### src/rtl/fpu_pkg.sv
// ---------------------------------------------------------------------------
// fpu_pkg
//   Types and constants shared by the FPU top level and its issue front-end.
//   - fpu_op_e  : opcode carried on sel (add, sub, mul, div)
//   - fpu_rnd_e : IEEE-754 rounding mode carried on round_mode
//   - fpu_req_t : one FPU operation request {a, b, sel, round}
// ---------------------------------------------------------------------------
package fpu_pkg;

  typedef enum logic [1:0] {
    FPU_OP_ADD = 2'd0,
    FPU_OP_SUB = 2'd1,
    FPU_OP_MUL = 2'd2,
    FPU_OP_DIV = 2'd3
  } fpu_op_e;

  typedef enum logic [1:0] {
    FPU_RND_NEAREST_EVEN = 2'd0,
    FPU_RND_TO_ZERO      = 2'd1,
    FPU_RND_UP           = 2'd2,
    FPU_RND_DOWN         = 2'd3
  } fpu_rnd_e;

  typedef struct packed {
    logic [31:0] a;
    logic [31:0] b;
    fpu_op_e     sel;
    fpu_rnd_e    round;
  } fpu_req_t;

endpackage

### src/rtl/fpu_req_fifo.sv
// ---------------------------------------------------------------------------
// fpu_req_fifo
//   Synchronous FIFO of FPU requests plus requester tag.
//   A push is taken only when the FIFO is not full (a full FIFO rejects the
//   push even if it is popped in the same cycle); a pop is taken only when
//   non-empty. Head fields are valid whenever empty is low.
// Ports:
//   clk, reset           clock, asynchronous active-high reset
//   push, push_req,      write strobe, request and tag to store
//   push_tag
//   pop                  advance the head
//   head_req, head_tag   oldest stored entry
//   full, empty, count   occupancy status (count is 0..DEPTH)
// ---------------------------------------------------------------------------
module fpu_req_fifo
  import fpu_pkg::*;
#(
  parameter int DEPTH = 4,
  parameter int TAG_W = 4
) (
  input  logic                       clk,
  input  logic                       reset,
  input  logic                       push,
  input  fpu_req_t                   push_req,
  input  logic [TAG_W-1:0]           push_tag,
  input  logic                       pop,
  output fpu_req_t                   head_req,
  output logic [TAG_W-1:0]           head_tag,
  output logic                       full,
  output logic                       empty,
  output logic [$clog2(DEPTH+1)-1:0] count
);

  localparam int PTR_W = $clog2(DEPTH);
  localparam int CNT_W = $clog2(DEPTH + 1);

  typedef struct packed {
    fpu_req_t         req;
    logic [TAG_W-1:0] tag;
  } entry_t;

  entry_t           mem_q [DEPTH];
  logic [PTR_W-1:0] wr_ptr_q, wr_ptr_d;
  logic [PTR_W-1:0] rd_ptr_q, rd_ptr_d;
  logic [CNT_W-1:0] count_q, count_d;
  logic             push_ok, pop_ok;

  assign full     = (count_q == CNT_W'(DEPTH));
  assign empty    = (count_q == '0);
  assign count    = count_q;
  assign push_ok  = push & ~full;
  assign pop_ok   = pop & ~empty;
  assign head_req = mem_q[rd_ptr_q].req;
  assign head_tag = mem_q[rd_ptr_q].tag;

  // NOTE: every variable driven here gets a default before any branch, so no
  // path leaves it unassigned and no latch is inferred.
  always_comb begin
    wr_ptr_d = wr_ptr_q;
    rd_ptr_d = rd_ptr_q;
    count_d  = count_q;
    // DEPTH is a power of two, so pointers wrap by natural overflow.
    if (push_ok) wr_ptr_d = wr_ptr_q + PTR_W'(1);
    if (pop_ok)  rd_ptr_d = rd_ptr_q + PTR_W'(1);
    unique case ({push_ok, pop_ok})
      2'b10:   count_d = count_q + CNT_W'(1);
      2'b01:   count_d = count_q - CNT_W'(1);
      default: count_d = count_q;
    endcase
  end

  // NOTE: clocked state uses non-blocking (<=) so every register samples the
  // pre-edge value of every other register, independent of block order.
  always_ff @(posedge clk or posedge reset) begin
    if (reset) begin
      wr_ptr_q <= '0;
      rd_ptr_q <= '0;
      count_q  <= '0;
    end else begin
      wr_ptr_q <= wr_ptr_d;
      rd_ptr_q <= rd_ptr_d;
      count_q  <= count_d;
    end
  end

  // NOTE: the storage array is deliberately not reset; an entry is only read
  // after it was written, and leaving it out of reset lets it map onto RAM.
  always_ff @(posedge clk) begin
    if (push_ok) mem_q[wr_ptr_q] <= '{req: push_req, tag: push_tag};
  end

endmodule

### src/rtl/fpu_issue_queue.sv
// ---------------------------------------------------------------------------
// fpu_issue_queue
//   Front-end for the non-stallable FPU pipeline. Requests are buffered in
//   fpu_req_fifo and issued one per cycle; a FPU_LATENCY-deep tag shift
//   register follows each issued op so its result can be captured on the
//   exact cycle the FPU presents it, and returned in issue order.
// Ports:
//   clk, reset                  clock, asynchronous active-high reset
//   in_valid/in_ready           request handshake
//   in_A, in_B, in_sel,         request operands, opcode, rounding mode,
//   in_round, in_tag            and requester tag
//   fpu_A, fpu_B, fpu_sel,      registered issue to the FPU; fpu_start is a
//   fpu_round_mode, fpu_start   one-cycle strobe per op
//   fpu_Y, fpu_overflow,        FPU result, valid FPU_LATENCY cycles after
//   fpu_error                   the matching fpu_start cycle
//   out_valid, out_Y,           one-cycle tagged result strobe, no
//   out_overflow, out_error,    backpressure
//   out_tag
//   busy                        work queued or in flight
// ---------------------------------------------------------------------------
module fpu_issue_queue
  import fpu_pkg::*;
#(
  parameter int DEPTH       = 4,
  parameter int FPU_LATENCY = 6,
  parameter int TAG_W       = 4
) (
  input  logic             clk,
  input  logic             reset,
  input  logic             in_valid,
  output logic             in_ready,
  input  logic [31:0]      in_A,
  input  logic [31:0]      in_B,
  input  logic [1:0]       in_sel,
  input  logic [1:0]       in_round,
  input  logic [TAG_W-1:0] in_tag,
  output logic [31:0]      fpu_A,
  output logic [31:0]      fpu_B,
  output logic [1:0]       fpu_sel,
  output logic [1:0]       fpu_round_mode,
  output logic             fpu_start,
  input  logic [31:0]      fpu_Y,
  input  logic             fpu_overflow,
  input  logic             fpu_error,
  output logic             out_valid,
  output logic [31:0]      out_Y,
  output logic             out_overflow,
  output logic             out_error,
  output logic [TAG_W-1:0] out_tag,
  output logic             busy
);

  localparam int CNT_W = $clog2(DEPTH + 1);

  typedef struct packed {
    logic             valid;
    logic [TAG_W-1:0] tag;
  } trk_t;

  fpu_req_t         in_req, head_req;
  logic [TAG_W-1:0] head_tag;
  logic             fifo_full, fifo_empty, fifo_push, fifo_pop;
  logic [CNT_W-1:0] fifo_count;

  fpu_req_t         issue_req_q, issue_req_d;
  logic [TAG_W-1:0] issue_tag_q, issue_tag_d;
  logic             fpu_start_q, fpu_start_d;

  trk_t             trk_q [FPU_LATENCY];
  trk_t             trk_d [FPU_LATENCY];
  trk_t             trk_last;
  logic             trk_any;

  logic             out_valid_q, out_valid_d;
  logic [31:0]      out_y_q, out_y_d;
  logic             out_ovf_q, out_ovf_d;
  logic             out_err_q, out_err_d;
  logic [TAG_W-1:0] out_tag_q, out_tag_d;

  // ---------------- request FIFO ----------------
  assign in_req = '{a: in_A, b: in_B, sel: fpu_op_e'(in_sel),
                    round: fpu_rnd_e'(in_round)};

  // Ready comes from registered occupancy only: a full FIFO refuses a push
  // even when it is draining this cycle.
  assign in_ready  = ~fifo_full;
  assign fifo_push = in_valid & in_ready;
  // The FPU never stalls, so the head is issued whenever one exists.
  assign fifo_pop  = ~fifo_empty;

  fpu_req_fifo #(
    .DEPTH (DEPTH),
    .TAG_W (TAG_W)
  ) u_fifo (
    .clk      (clk),
    .reset    (reset),
    .push     (fifo_push),
    .push_req (in_req),
    .push_tag (in_tag),
    .pop      (fifo_pop),
    .head_req (head_req),
    .head_tag (head_tag),
    .full     (fifo_full),
    .empty    (fifo_empty),
    .count    (fifo_count)
  );

  // ---------------- issue register ----------------
  always_comb begin
    issue_req_d = issue_req_q;
    issue_tag_d = issue_tag_q;
    fpu_start_d = fifo_pop;
    if (fifo_pop) begin
      issue_req_d = head_req;
      issue_tag_d = head_tag;
    end
  end

  always_ff @(posedge clk or posedge reset) begin
    if (reset) begin
      issue_req_q <= '0;
      issue_tag_q <= '0;
      fpu_start_q <= 1'b0;
    end else begin
      issue_req_q <= issue_req_d;
      issue_tag_q <= issue_tag_d;
      fpu_start_q <= fpu_start_d;
    end
  end

  assign fpu_A          = issue_req_q.a;
  assign fpu_B          = issue_req_q.b;
  assign fpu_sel        = issue_req_q.sel;
  assign fpu_round_mode = issue_req_q.round;
  assign fpu_start      = fpu_start_q;

  // ---------------- in-flight tracker ----------------
  // Stage k holds the op issued k+1 cycles ago, so the last stage lines up
  // with the cycle in which the FPU presents that op's result.
  always_comb begin
    trk_d[0] = '{valid: fpu_start_q, tag: issue_tag_q};
    for (int i = 1; i < FPU_LATENCY; i++) trk_d[i] = trk_q[i-1];
  end

  always_ff @(posedge clk or posedge reset) begin
    if (reset) begin
      for (int i = 0; i < FPU_LATENCY; i++) trk_q[i] <= '0;
    end else begin
      trk_q <= trk_d;
    end
  end

  always_comb begin
    trk_any = 1'b0;
    for (int i = 0; i < FPU_LATENCY; i++) trk_any = trk_any | trk_q[i].valid;
  end

  assign trk_last = trk_q[FPU_LATENCY-1];

  // ---------------- result capture ----------------
  always_comb begin
    out_valid_d = trk_last.valid;
    out_y_d     = out_y_q;
    out_ovf_d   = out_ovf_q;
    out_err_d   = out_err_q;
    out_tag_d   = out_tag_q;
    if (trk_last.valid) begin
      out_y_d   = fpu_Y;
      out_ovf_d = fpu_overflow;
      out_err_d = fpu_error;
      out_tag_d = trk_last.tag;
    end
  end

  always_ff @(posedge clk or posedge reset) begin
    if (reset) begin
      out_valid_q <= 1'b0;
      out_y_q     <= '0;
      out_ovf_q   <= 1'b0;
      out_err_q   <= 1'b0;
      out_tag_q   <= '0;
    end else begin
      out_valid_q <= out_valid_d;
      out_y_q     <= out_y_d;
      out_ovf_q   <= out_ovf_d;
      out_err_q   <= out_err_d;
      out_tag_q   <= out_tag_d;
    end
  end

  assign out_valid    = out_valid_q;
  assign out_Y        = out_y_q;
  assign out_overflow = out_ovf_q;
  assign out_error    = out_err_q;
  assign out_tag      = out_tag_q;

  assign busy = (fifo_count != '0) | trk_any | fpu_start_q;

endmodule

### config.mk
export PLATFORM = sky130hd
export DESIGN_NAME = fpu_issue_queue
export DESIGN_NICKNAME = d
export VERILOG_FILES = /design/src/rtl/fpu_pkg.sv /design/src/rtl/fpu_req_fifo.sv /design/src/rtl/fpu_issue_queue.sv
export SDC_FILE = /design/constraint.sdc
export NUM_CORES = 1
export LEC_CHECK = 0
export ABC_AREA = 0
export CAP_MARGIN = 25
export CELL_PAD_IN_SITES_DETAIL_PLACEMENT = 1
export CELL_PAD_IN_SITES_GLOBAL_PLACEMENT = 2
export CORE_MARGIN = 2
export CORE_UTILIZATION = 40
export DETAILED_ROUTE_END_ITERATION = 12
export PLACE_DENSITY = 0.76
export SLEW_MARGIN = 20
export SYNTH_ARGS = -nofsm -noshare
export SYNTH_HDL_FRONTEND = slang
export SYNTH_SLANG_ARGS = --single-unit
### constraint.sdc
create_clock -name clk -period 7.1 [get_ports clk]
set_input_delay 1.42 -clock clk [delete_from_list [all_inputs] [get_ports clk]]
set_output_delay 1.42 -clock clk [all_outputs]
set_load 0.05 [all_outputs]
After elaboration in Yosys (flattened, before gate mapping)
Memory sizes are Yosys's and may differ from the RTL's. A register that Yosys moved wholly into a read port is not among the register bits.
Index checks and enable logic that the tools add are counted.
W data, S select, Z words.
- flip-flop bits (word level): 77
- RAM bits: 288
- output and inout bits: 110
- input port bits: 109
- memories: 1
- word-level logic and storage cells: 47
- memory list (name ; depth ; width ; rd ports ; clocked after memory_dff ; wr ports ; line ; text):
    u_fifo.mem_q ; 4 ; 72 ; 1 ; 1 ; 1 ; fpu_req_fifo.sv:42 ; entry_t mem_q [DEPTH];
- bitwise gates (word level): 11
- eq/ne operators: 3
- multiplexer cells: 3
- add/subtract/negate cells: 4
- reduce and logical (&&, ||, !) cells: 4
- operators by type and width (operator ; count):
    $or A1 B1 Y1 ; 7
    $pmux W3 S2 ; 1
    $add A2 B1 Y2 const B ; 2
    $add A3 B1 Y3 const B ; 1
    $eq A3 B3 Y1 const B ; 1
    $logic_not A3 Y1 ; 1
    $reduce_bool A3 Y1 ; 1
    $sub A3 B1 Y3 const B ; 1
    $and A1 B1 Y1 ; 2
    $eq A2 B1 Y1 const B ; 1
    $eq A2 B2 Y1 const B ; 1
    $mux W1 ; 2
    $not A1 Y1 ; 2
    $reduce_bool A2 Y1 ; 1
    $logic_not A1 Y1 ; 1

Depth between registers and ports, before layout
- depth after elaboration: 7
- depth in mapped cells: 7
- mapped depth without buffers: 6

Modules after synthesis
From an unflattened synthesis, not the netlist that was laid out.
- cell total of the unflattened synthesis: 686
- area, all modules: 16072.9 um2
- by module, submodules not included (module ; area each (um2) ; cells an instance ; sequential area each (um2) ; times used):
    fpu_req_fifo ; 10821.6 ; 414 ; 8823.5 ; 1
    fpu_issue_queue ; 5251.3 ; 272 ; 3553.4 ; 1

Least setup slack after synthesis
OpenSTA, ideal clock, no wires.
- path type: input to register
- from: input port in_valid
- to: memory u_fifo.mem_q[0][0] in the netlist's numbering (enable)
- slack: 3.281 ns
- required time: 6.662 ns
- buffers on the path: 0
- library setup time: 0.438 ns
- stages on the path: 2
- arrival time: 3.381 ns
- cell sequence: a21boi_2 -> and2_1
- cells in the longest elaborated chain, start to end: 4
- RTL lines (element ; line ; text):
    start, declared ; fpu_issue_queue.sv:30 ; input logic in_valid,
    $and A1 B1 Y1 ; fpu_issue_queue.sv:87 ; assign fifo_push = in_valid & in_ready;
    $and A1 B1 Y1 ; fpu_req_fifo.sv:51 ; assign push_ok = push & ~full;
    $mux W1 ; fpu_req_fifo.sv:89 ; if (push_ok) mem_q[wr_ptr_q] <= '{req: push_req, tag: push_tag};
    $mux W1 (not written as such) ; fpu_req_fifo.sv:89 ;
    end, declared ; fpu_req_fifo.sv:42 ;
No other way between the ends.

Final worst setup path
- from: register u_fifo.count_q[1], in the netlist u_fifo.count[1]
- to: output port busy
- cells in the longest elaborated chain, start to end: 3
- RTL lines (element ; line ; text):
    start, declared ; fpu_req_fifo.sv:45 ; logic [CNT_W-1:0] count_q, count_d;
    start signal, assigned ; fpu_req_fifo.sv:82 ; count_q <= count_d;
    $reduce_bool A3 Y1 ; fpu_issue_queue.sv:197 ; assign busy = (fifo_count != '0) | trk_any | fpu_start_q;
    $or A1 B1 Y1 (2 in series) ; fpu_issue_queue.sv:197 ;
    end, declared ; fpu_issue_queue.sv:50 ; output logic busy
No other way between the ends.

==> results.py <==
metrics = {
    "route": {
        "drtPass1Iterations": 5,
        "drc": 0,
        "drt_wl_total_um": 33300,
        "ant_nets": 0,
        "vias_per_cell": 4.91,
        "vias": 8020,
        "drtIter0Drc": 502,
        "wl_per_cell_um": 20.4,
    },
    "clock_network": {
        "post_cts_buffers": 0,
        "cts_sinks": 437,
        "ctsResizeCount": 0,
        "clockBufferDepth": 3,
        "clock_latency_ps": 560,
        "tritoncts": "done",
        "cts_max_level": 2,
        "cts.clk_slew.worst_paths_ps": 60,
        "hold_buffers": 0,
        "clock-root-buffer": "clkbuf_16",
        "numCtsBuffers": 45,
    },
    "worst_setup_path": {
        "critPathBufInv": 2,
        "slowest_delay_ps": 770,
        "required_ps": 5680,
        "path_class": "reg2out",
        "cp_cell_sequence": "nor3_4 -> buf_4 -> nand3_1 -> clkdlybuf4s50_1",
        "rrSetupSlack_ps": 4560,
        "crit_fanout": 76,
        "worst_path_max_delay_cell": "clkdlybuf4s50_1",
        "cp_top_family": "buffers and inverters",
        "end_kind": "primary output",
        "start_kind": "flop",
        "arrival_ps": 2920,
    },
    "global_routing": {
        "antenna_found_initial": 2,
        "grt_pass1_wl_um": 51900,
        "track_usage_pct": 16.6,
        "grt_max_degree": 89,
        "grt_overflow": 0,
        "grt_pass1_vias": 8824,
    },
    "floorplan": {
        "die_height_um": 202,
        "coreArea_sq_mm": 0.0387,
        "core.rowCount": 72,
        "start_util_pct": 40.6,
        "ios": 219,
        "dieArea_sq_mm": 0.0409,
        "die_width_um": 202,
    },
    "pwr": {
        "vdd_drop_max_v": 0.000268,
        "power_density_mw_per_mm2": 464,
        "leakagePower_nw": 7.36,
        "total_power_mw": 9.25,
    },
    "synthesis": {
        "synth_nets": 952,
        "synth_sequential_area_ratio_pct": 78.7,
        "synthTopCellsByArea": "edfxtp_1 55%, dfrtp_1 24%, mux4_2 10%, nand2_1 5.2%, mux2_2 2.8%",
        "ys_ff_latch": 437,
        "syn_area_per_cell_sq_um": 18.8,
        "synth_cell_types": 27,
        "yosysTopAreaCell": "edfxtp_1",
        "synth_warnings": 0,
        "syn_area_sq_mm": 0.0157,
        "synth_top_area_share_pct": 55.0,
        "synth_cells": 838,
    },
    "placement": {
        "place_hpwl_um": 20100,
        "place_congestion": 0.690,
        "io_buffers": 218,
        "place_ws_ps": 3100,
        "postPlaceCellArea_sq_mm": 0.0185,
        "place_inst": 1549,
    },
    "sta": {
        "tightest_slew_ps": 975,
        "final_max_slew_viol_count": 0,
        "fin_skew_ps": 15.1,
        "period_needed_ps": 4340,
        "setup_viol": 0,
        "finalHoldViolCount": 0,
        "setup_slack_ps": 2760,
        "post-route-period-util_pct": 61.2,
        "rsz0062_at_grt": "no",
        "max_freq_mhz": 230,
        "slew_headroom_pct": 35.0,
        "tns_ps": 0,
    },
    "final_layout": {
        "area_growth_syn_to_layout_pct": 26.8,
        "design_area_sq_mm": 0.0199,
        "stdcell_count": 1633,
        "drive_above_1_share_pct": 17.6,
        "final_nets": 1192,
    },
    "outcome": {
        "status": "complete, no violations",
    },
    "hold_path": {
        "hp-class": "reg2reg",
    },
    "job": {
        "maxCapViolations": 0,
    },
}
==> synthesized netlist by cell type <==
| master | count |
|---|---|
| and2_1 | 4 |
| o22a_1 | 1 |
| fa_1 | 1 |
| buf_6 | 7 |
| dfrtp_1 | 149 |
| nor2_1 | 3 |
| o21ai_0 | 3 |
| a22oi_1 | 1 |
| o22ai_1 | 1 |
| buf_1 | 1 |
| ha_1 | 4 |
| mux2_2 | 39 |
| mux4_2 | 72 |
| buf_2 | 22 |
| o31ai_1 | 1 |
| xnor2_1 | 3 |
| edfxtp_1 | 288 |
| clkbuf_1 | 5 |
| nor3_2 | 1 |
| a21boi_2 | 1 |
| buf_4 | 1 |
| nor4_1 | 1 |
| nor3_1 | 1 |
| nand2_1 | 219 |
| nand3_1 | 1 |
| a21oi_1 | 1 |
| inv_1 | 7 |
==> per-layer routing <==
layer	wire (um)	global-route usage (%)	vias up
met5	10	0	-
met4	562	4.04	2
met3	2140	3.74	47
met2	16800	28.5	255
met1	13700	21.4	4129
li1	-	-	3587
==> kinds of logic (layout without fill, tap and decap cells) <==
logic type,count (synthesis),count (layout),synth area share [%]
DFF,437,437,78.7
and+or+nand+nor,230,230,5.63
muxes,111,111,13.1
buffers and inverters,43,319,1.56
AOI/OAI and AO/OA,9,9,0.390
adders and majority gates,5,5,0.446
xor gates and xnor gates,3,3,0.167
other,0,1,0
==> final cells by class <==
type	count	area (sq um)
fillers	3649	18800
flip-flops and latches	437	12400
multi-input cells	358	3120
repair buffers	229	2300
clock buffers	62	1250
well taps	518	648
clock inverters	21	210
inverters	7	32.5
diodes	1	2.50
==> final timing paths <==
path / cells after the start / start / end
min reg2reg: 0 / trk_d[16]$_DFF_PP0_ / trk_d[11]$_DFF_PP0_
max reg2reg: 5 / u_fifo.rd_ptr_q[0]$_DFFE_PP0P_ / fpu_B[24]$_DFFE_PP0P_
min in group asynchronous: 2 / reset / out_Y[16]$_DFFE_PP0P_
max: 4 / u_fifo.count[1]$_DFFE_PP0P_ / busy
min: 0 / trk_d[16]$_DFF_PP0_ / trk_d[11]$_DFF_PP0_
max in group asynchronous: 3 / reset / out_Y[24]$_DFFE_PP0P_
==> cells in the final DEF, fill, tap and decap left out, drive strengths merged, types with 4 or more instances in the layout <==
cell / Yosys / layout
and2: 4 / 4
buf: 31 / 11
clkbuf: 5 / 62
clkdlybuf4s50: 0 / 218
clkinv: 0 / 16
dfrtp: 149 / 149
edfxtp: 288 / 288
ha: 4 / 4
inv: 7 / 7
mux2: 39 / 39
mux4: 72 / 72
nand2: 219 / 219
==> per-stage QoR <==
stage	utilization, %	hold WS (ps)
global route	51.5	356
CTS	51.5	348
finish	51.5	348
global placement	47.6	332
detailed placement	47.7	336
floorplan	-	331
==> report_power, final <==
| group | leakage, nW | internal (mW) | switching, mW | total [mW] |
|---|---|---|---|---|
| registers | 4.36 | 3.47 | 0.339 | 3.81 |
| logic | 2.28 | 1.20 | 1.93 | 3.14 |
| clock network | 0.708 | 1.35 | 0.950 | 2.30 |
==> flip-flops by register name, summed over array words and instances (netlist names), 3 cells and up <==
register,flops
fpu_A,32
fpu_B,32
issue_tag_q,4
out_Y,32
out_tag,4
trk_d,25
trk_last,4
u_fifo.count,3
u_fifo.mem_q,288
No activity file was read; power rests on OpenSTA's default activity.
